[config.mk]
export PLATFORM = sky130hd
export DESIGN_NAME = hazard_stall_ctrl
export DESIGN_NICKNAME = d
export VERILOG_FILES = /design/src/rtl/hazard_stall_ctrl.sv
export SDC_FILE = /design/constraint.sdc
export NUM_CORES = 1
export LEC_CHECK = 0
export BUFFER_PORTS_ARGS = -buffer_cell sky130_fd_sc_hd__buf_2
export CAP_MARGIN = 25
export CORE_AREA = 5 5 74 76
export DETAILED_ROUTE_END_ITERATION = 8
export DIE_AREA = 0 0 79 81
export PLACE_DENSITY_LB_ADDON = 0.3
export SYNTH_ARGS = -nofsm -noshare
export SYNTH_HDL_FRONTEND = slang
export SYNTH_SLANG_ARGS = --single-unit
[constraint.sdc]
create_clock -name clk -period 5.8 [get_ports clk]
set_clock_uncertainty 0.1 [all_clocks]
set_input_delay 0.58 -clock clk [delete_from_list [all_inputs] [get_ports clk]]
set_output_delay 0.58 -clock clk [all_outputs]
set_load 0.01 [all_outputs]
[src/rtl/hazard_stall_ctrl.sv]
// Pipeline hazard/stall sequencer for the IF/ID and ID/EX registers: load-use
// bubbles, memory-wait holds, taken-branch flushes, perf counters and timeout error.
module hazard_stall_ctrl #(
    parameter int REG_W       = 3,
    parameter int LD_LAT      = 1,
    parameter int MEM_TIMEOUT = 255,
    parameter int CNT_W       = 16
) (
    input  logic             clk,
    input  logic             rst,
    input  logic             id_valid,
    input  logic [REG_W-1:0] id_rs1,
    input  logic [REG_W-1:0] id_rs2,
    input  logic             id_uses_rs2,
    input  logic             ex_mem_read,
    input  logic [REG_W-1:0] ex_rd,
    input  logic             branch_taken,
    input  logic             mem_busy,
    output logic             pc_en,
    output logic             pc_sel_branch,
    output logic             ifid_en,
    output logic             ifid_flush,
    output logic             idex_en,
    output logic             idex_flush,
    output logic             exmem_en,
    output logic [CNT_W-1:0] stall_cnt,
    output logic [CNT_W-1:0] flush_cnt,
    output logic             err_timeout
);

    localparam int                WAIT_W    = $clog2(MEM_TIMEOUT + 1);
    localparam logic [WAIT_W-1:0] WAIT_ONE  = WAIT_W'(1);
    localparam logic [WAIT_W-1:0] WAIT_MAX  = WAIT_W'(MEM_TIMEOUT);
    localparam logic [2:0]        LD_RELOAD = 3'(LD_LAT - 1);

    typedef enum logic [1:0] {
        ST_RUN      = 2'd0,
        ST_LD_STALL = 2'd1,
        ST_MEM_WAIT = 2'd2,
        ST_ERROR    = 2'd3
    } state_t;

    state_t            state_r, state_s;
    logic [WAIT_W-1:0] wait_cnt_r, wait_cnt_s, wait_next_s;
    logic [2:0]        ld_cnt_r, ld_cnt_s;
    logic              br_pend_r, br_pend_s;
    logic              err_r, err_s;
    logic [CNT_W-1:0]  stall_cnt_r, flush_cnt_r;

    logic hazard_s, br_s, flush_apply_s;
    logic pc_en_s, pc_sel_s, ifid_en_s, ifid_flush_s;
    logic idex_en_s, idex_flush_s, exmem_en_s;

    function automatic logic [CNT_W-1:0] sat_inc(input logic [CNT_W-1:0] v);
        logic [CNT_W-1:0] r;
        if (v == {CNT_W{1'b1}}) begin
            r = v;
        end else begin
            r = v + CNT_W'(1);
        end
        return r;
    endfunction

    assign hazard_s = id_valid & ex_mem_read &
                      ((ex_rd == id_rs1) | (id_uses_rs2 & (ex_rd == id_rs2)));
    assign br_s     = branch_taken | br_pend_r;

    // Next-state and same-cycle pipeline controls; priority ERROR > busy > branch > load-use.
    always_comb begin
        state_s       = state_r;
        wait_cnt_s    = wait_cnt_r;
        wait_next_s   = WAIT_ONE;
        ld_cnt_s      = ld_cnt_r;
        br_pend_s     = br_pend_r;
        err_s         = err_r;
        flush_apply_s = 1'b0;
        pc_en_s       = 1'b1;
        pc_sel_s      = 1'b0;
        ifid_en_s     = 1'b1;
        ifid_flush_s  = 1'b0;
        idex_en_s     = 1'b1;
        idex_flush_s  = 1'b0;
        exmem_en_s    = 1'b1;
        case (state_r)
            ST_RUN, ST_LD_STALL, ST_MEM_WAIT: begin
                if (mem_busy) begin
                    pc_en_s    = 1'b0;
                    ifid_en_s  = 1'b0;
                    idex_en_s  = 1'b0;
                    exmem_en_s = 1'b0;
                    br_pend_s  = br_pend_r | branch_taken;
                    ld_cnt_s   = 3'd0;
                    if (state_r == ST_MEM_WAIT) begin
                        wait_next_s = wait_cnt_r + WAIT_ONE;
                    end else begin
                        wait_next_s = WAIT_ONE;
                    end
                    wait_cnt_s = wait_next_s;
                    if (wait_next_s == WAIT_MAX) begin
                        err_s   = 1'b1;
                        state_s = ST_ERROR;
                    end else begin
                        state_s = ST_MEM_WAIT;
                    end
                end else if (br_s) begin
                    // The squashed ID instruction makes any coincident hazard moot.
                    pc_sel_s      = 1'b1;
                    ifid_flush_s  = 1'b1;
                    idex_flush_s  = 1'b1;
                    br_pend_s     = 1'b0;
                    ld_cnt_s      = 3'd0;
                    wait_cnt_s    = '0;
                    flush_apply_s = 1'b1;
                    state_s       = ST_RUN;
                end else if ((state_r == ST_LD_STALL) || hazard_s) begin
                    pc_en_s      = 1'b0;
                    ifid_en_s    = 1'b0;
                    idex_flush_s = 1'b1;
                    wait_cnt_s   = '0;
                    if (state_r == ST_LD_STALL) begin
                        ld_cnt_s = ld_cnt_r - 3'd1;
                        state_s  = (ld_cnt_s == 3'd0) ? ST_RUN : ST_LD_STALL;
                    end else if (LD_LAT > 1) begin
                        ld_cnt_s = LD_RELOAD;
                        state_s  = ST_LD_STALL;
                    end else begin
                        state_s  = ST_RUN;
                    end
                end else begin
                    wait_cnt_s = '0;
                    state_s    = ST_RUN;
                end
            end
            ST_ERROR: begin
                pc_en_s    = 1'b0;
                ifid_en_s  = 1'b0;
                idex_en_s  = 1'b0;
                exmem_en_s = 1'b0;
                state_s    = ST_ERROR;
            end
            default: begin
                pc_en_s    = 1'b0;
                ifid_en_s  = 1'b0;
                idex_en_s  = 1'b0;
                exmem_en_s = 1'b0;
                state_s    = ST_RUN;
            end
        endcase
    end

    // State, counters and sticky error; everything clears on reset, including a pending branch.
    always_ff @(posedge clk or negedge rst) begin
        if (!rst) begin
            state_r     <= ST_RUN;
            wait_cnt_r  <= '0;
            ld_cnt_r    <= 3'd0;
            br_pend_r   <= 1'b0;
            err_r       <= 1'b0;
            stall_cnt_r <= '0;
            flush_cnt_r <= '0;
        end else begin
            state_r    <= state_s;
            wait_cnt_r <= wait_cnt_s;
            ld_cnt_r   <= ld_cnt_s;
            br_pend_r  <= br_pend_s;
            err_r      <= err_s;
            if (!pc_en_s) begin
                stall_cnt_r <= sat_inc(stall_cnt_r);
            end else begin
                stall_cnt_r <= stall_cnt_r;
            end
            if (flush_apply_s) begin
                flush_cnt_r <= sat_inc(flush_cnt_r);
            end else begin
                flush_cnt_r <= flush_cnt_r;
            end
        end
    end

    // Controls are forced inactive for as long as reset is held.
    assign pc_en         = rst & pc_en_s;
    assign pc_sel_branch = rst & pc_sel_s;
    assign ifid_en       = rst & ifid_en_s;
    assign ifid_flush    = rst & ifid_flush_s;
    assign idex_en       = rst & idex_en_s;
    assign idex_flush    = rst & idex_flush_s;
    assign exmem_en      = rst & exmem_en_s;
    assign stall_cnt     = stall_cnt_r;
    assign flush_cnt     = flush_cnt_r;
    assign err_timeout   = err_r;

endmodule

==> impl_metrics.json <==
{
  "r2r_end": "stall_cnt[8]",
  "tns_ns": 0,
  "post_route_cells_drive_above_1_share_pct": 24.3,
  "rows": 25,
  "synth_edf_count": 0,
  "grt_max_degree": 49,
  "final_area_sq_um": 2920,
  "antenna_cells": 0,
  "gp_congestion": 0.822,
  "drc_errors": 0,
  "crit_type": "flop to output port",
  "synth_most_common_cell": "dfrtp_1",
  "htree_levels": 2,
  "grt_pass1_wl_um": 9300,
  "synth.area.mux_share_pct": 1.89,
  "setup_violations": 0,
  "synth_adder_area_share_pct": 2.48,
  "synth_warnings": 0,
  "syn-cell-area_sq_um": 2520,
  "core_sq_um": 4660,
  "dr_total_vias": 2060,
  "yosysTopAreaCellShare_pct": 46.7,
  "timing_max_transition_violations_final": 0,
  "crit_path_end_kind": "output port",
  "synthArstFlopShare_pct": 100,
  "ant_nets": 0,
  "hold_viol": 0,
  "r2r-start": "state_r[0]",
  "groute.usage.overall_pct": 18.4,
  "cp_cell_sequence": "a21oi_2 -> nand2_1 -> a21oi_1 -> buf_2",
  "ios": 56,
  "nets": 334,
  "syn_to_final_growth_pct": 16.0,
  "rsz0062_at_grt": "no",
  "root_buffer": "clkbuf_8",
  "synthCells": 258,
  "rrSetupSlack_ns": 3.51,
  "worst_ir_drop_vdd_uv": 261,
  "crit_slowest_cell": "dfrtp_1",
  "start_util_pct": 54.0,
  "die_w_um": 79,
  "synth_top_cell_by_area": "dfrtp_1",
  "dieArea_sq_um": 6400,
  "port_buffers": 55,
  "startpoint_type": "flop",
  "hold_path_class": "input pin to asynchronous set/reset pin",
  "cts_sinks": 47,
  "overflow": 0,
  "max_stage_delay_ns": 0.63,
  "path_buf_inv": 1,
  "hold_buffers": 0,
  "drv_cap": 0,
  "grt_antenna_before_repair": 0,
  "power_density_nw_per_um2": 291,
  "synth_nets": 279,
  "synth_area_per_cell_sq_um": 9.76,
  "synth_ff_type": "dfrtp_1",
  "synth-xor-area-share_pct": 13.2,
  "yosysSeqAreaShare_pct": 46.7,
  "synthSimpleGateAreaFrac_pct": 23.5,
  "cts_buffers": 5,
  "cts_tree": "done",
  "post_dp_cell_area_sq_um": 2820,
  "leakagePower_uw": 0.00144,
  "slew-limit-headroom_pct": 51.0,
  "cts_resized": 0,
  "clockBufferDepth": 2,
  "synth_cell_types": 48,
  "synthTopCellsByCount": "dfrtp_1, nand2_1, xor2_1",
  "status": "finished, final reports clean",
  "die_y_um": 81,
  "wl_per_cell_um": 14.3,
  "drt-initial-drc-count": 140,
  "synthTopCellsByArea": "dfrtp_1, xor2_1, xnor2_1",
  "post_cts.repair.setup_buffers": 0,
  "path_delay_family": "flip-flops",
  "fin_crit_ns": 2.46,
  "routed_via_density": 5.61,
  "cp_max_fo": 21,
  "synth_top_family_by_area": "simple AND/OR/NAND/NOR gates",
  "required_ns": 5.12,
  "dp_hpwl_um": 3850,
  "arrival_ns": 1.78,
  "grt_pass1_vias": 2023,
  "dr.pass1.iters": 4,
  "max_freq_mhz": 406,
  "tightest_slew_ns": 0.733,
  "fin_crit_sh_pct": 42.4,
  "ys_seq_elements": 47,
  "clk_latency_ns": 0.30,
  "totalWireLength_um": 5260,
  "cts.clk_slew.worst_paths_ns": 0.08,
  "synth_compound_area_share_pct": 8.69,
  "worst-r2r-cell-count": 5
}
-- layer usage --
metal	up-vias	track usage (%)	part of all wire [%]
li1	1007	-	-
met1	987	25.1	46
met2	58	28.9	48
met3	8	4.10	4.8
met4	0	6.87	1.5
met5	-	0	0
-- power breakdown --
| part | total (uW) | switching, uW | leakage, uW | internal (uW) |
|---|---|---|---|---|
| combinational | 190 | 101 | 0.000778 | 88.5 |
| clock | 232 | 105 | 0.0000513 | 126 |
| sequential | 428 | 56.5 | 0.000613 | 371 |
| total | 850 | 263 | 0.00144 | 586 |
-- metrics by stage --
step | hold WS [ns] | setup slack [ns] | cells | total power, uW | util [%]
6_report | 0.266 | 3.34 | 367 | 850 | 62.7
3_5_place_dp | 0.348 | 3.36 | 360 | 626 | 60.5
2_1_floorplan | 0.184 | 3.63 | 258 | 543 | -
3_3_place_gp | 0.357 | 3.39 | 360 | 620 | 60.5
5_1_grt | 0.330 | 3.20 | 367 | 901 | 62.7
4_1_cts | 0.289 | 3.34 | 367 | 860 | 62.7
-- cells by family (layout without fill, tap and decap cells) --
logic type / count (synthesis) / after routing
and+or+nand+nor: 116 / 116
muxes: 4 / 4
buffers and inverters: 18 / 73
DFF: 47 / 47
AOI/OAI and AO/OA: 30 / 30
adders and majority gates: 5 / 5
xor gates and xnor gates: 38 / 38
-- cells in the final DEF (no fill, tap or decap), types with 2 or more instances in the layout --
master,netlist,layout
a21oi_1,7,7
a22oi_1,2,2
a31oi_1,4,4
a32o_1,2,2
and3_1,2,2
buf_2,1,55
clkbuf_8,0,5
dfrtp_1,47,47
ha_1,5,5
inv_1,10,10
mux2_2,2,2
nand2_1,30,30
nand2b_1,3,3
nand3_1,18,18
nand4_1,9,9
nor2_1,22,22
nor2b_1,2,2
nor3_1,11,11
nor4_1,6,6
nor4_2,2,2
o21ai_0,4,4
or3_1,2,2
xnor2_1,14,14
xor2_1,24,24
-- cell type report --
| class | count | area, sq um |
|---|---|---|
| Fill cell | 394 | 1740 |
| Multi-Input combinational cell | 193 | 1250 |
| Sequential cell | 47 | 1180 |
| Timing Repair Buffer | 56 | 283 |
| Clock buffer | 6 | 72.6 |
| Tap cell | 54 | 67.6 |
| Inverter | 10 | 37.5 |
| Clock inverter | 1 | 30.0 |
-- state kept, by name (all words and copies together), names as in the netlist --
name / cells
br_pend_r: 1
err_timeout: 1
flush_cnt: 16
ld_cnt_r: 3
stall_cnt: 16
state_r: 2
wait_cnt_r: 8
-- worst max-delay path by stage --
stage,startpoint,end,cells after the start
2_1_floorplan,ex_rd[2],pc_en,6
3_3_place_gp,rst,ifid_en,5
3_5_place_dp,rst,pc_en,5
4_1_cts,state_r[0],pc_en,4
5_1_grt,rst,idex_flush,5
6_report,state_r[0],pc_en,4
Power figures use the tool's default switching activity.
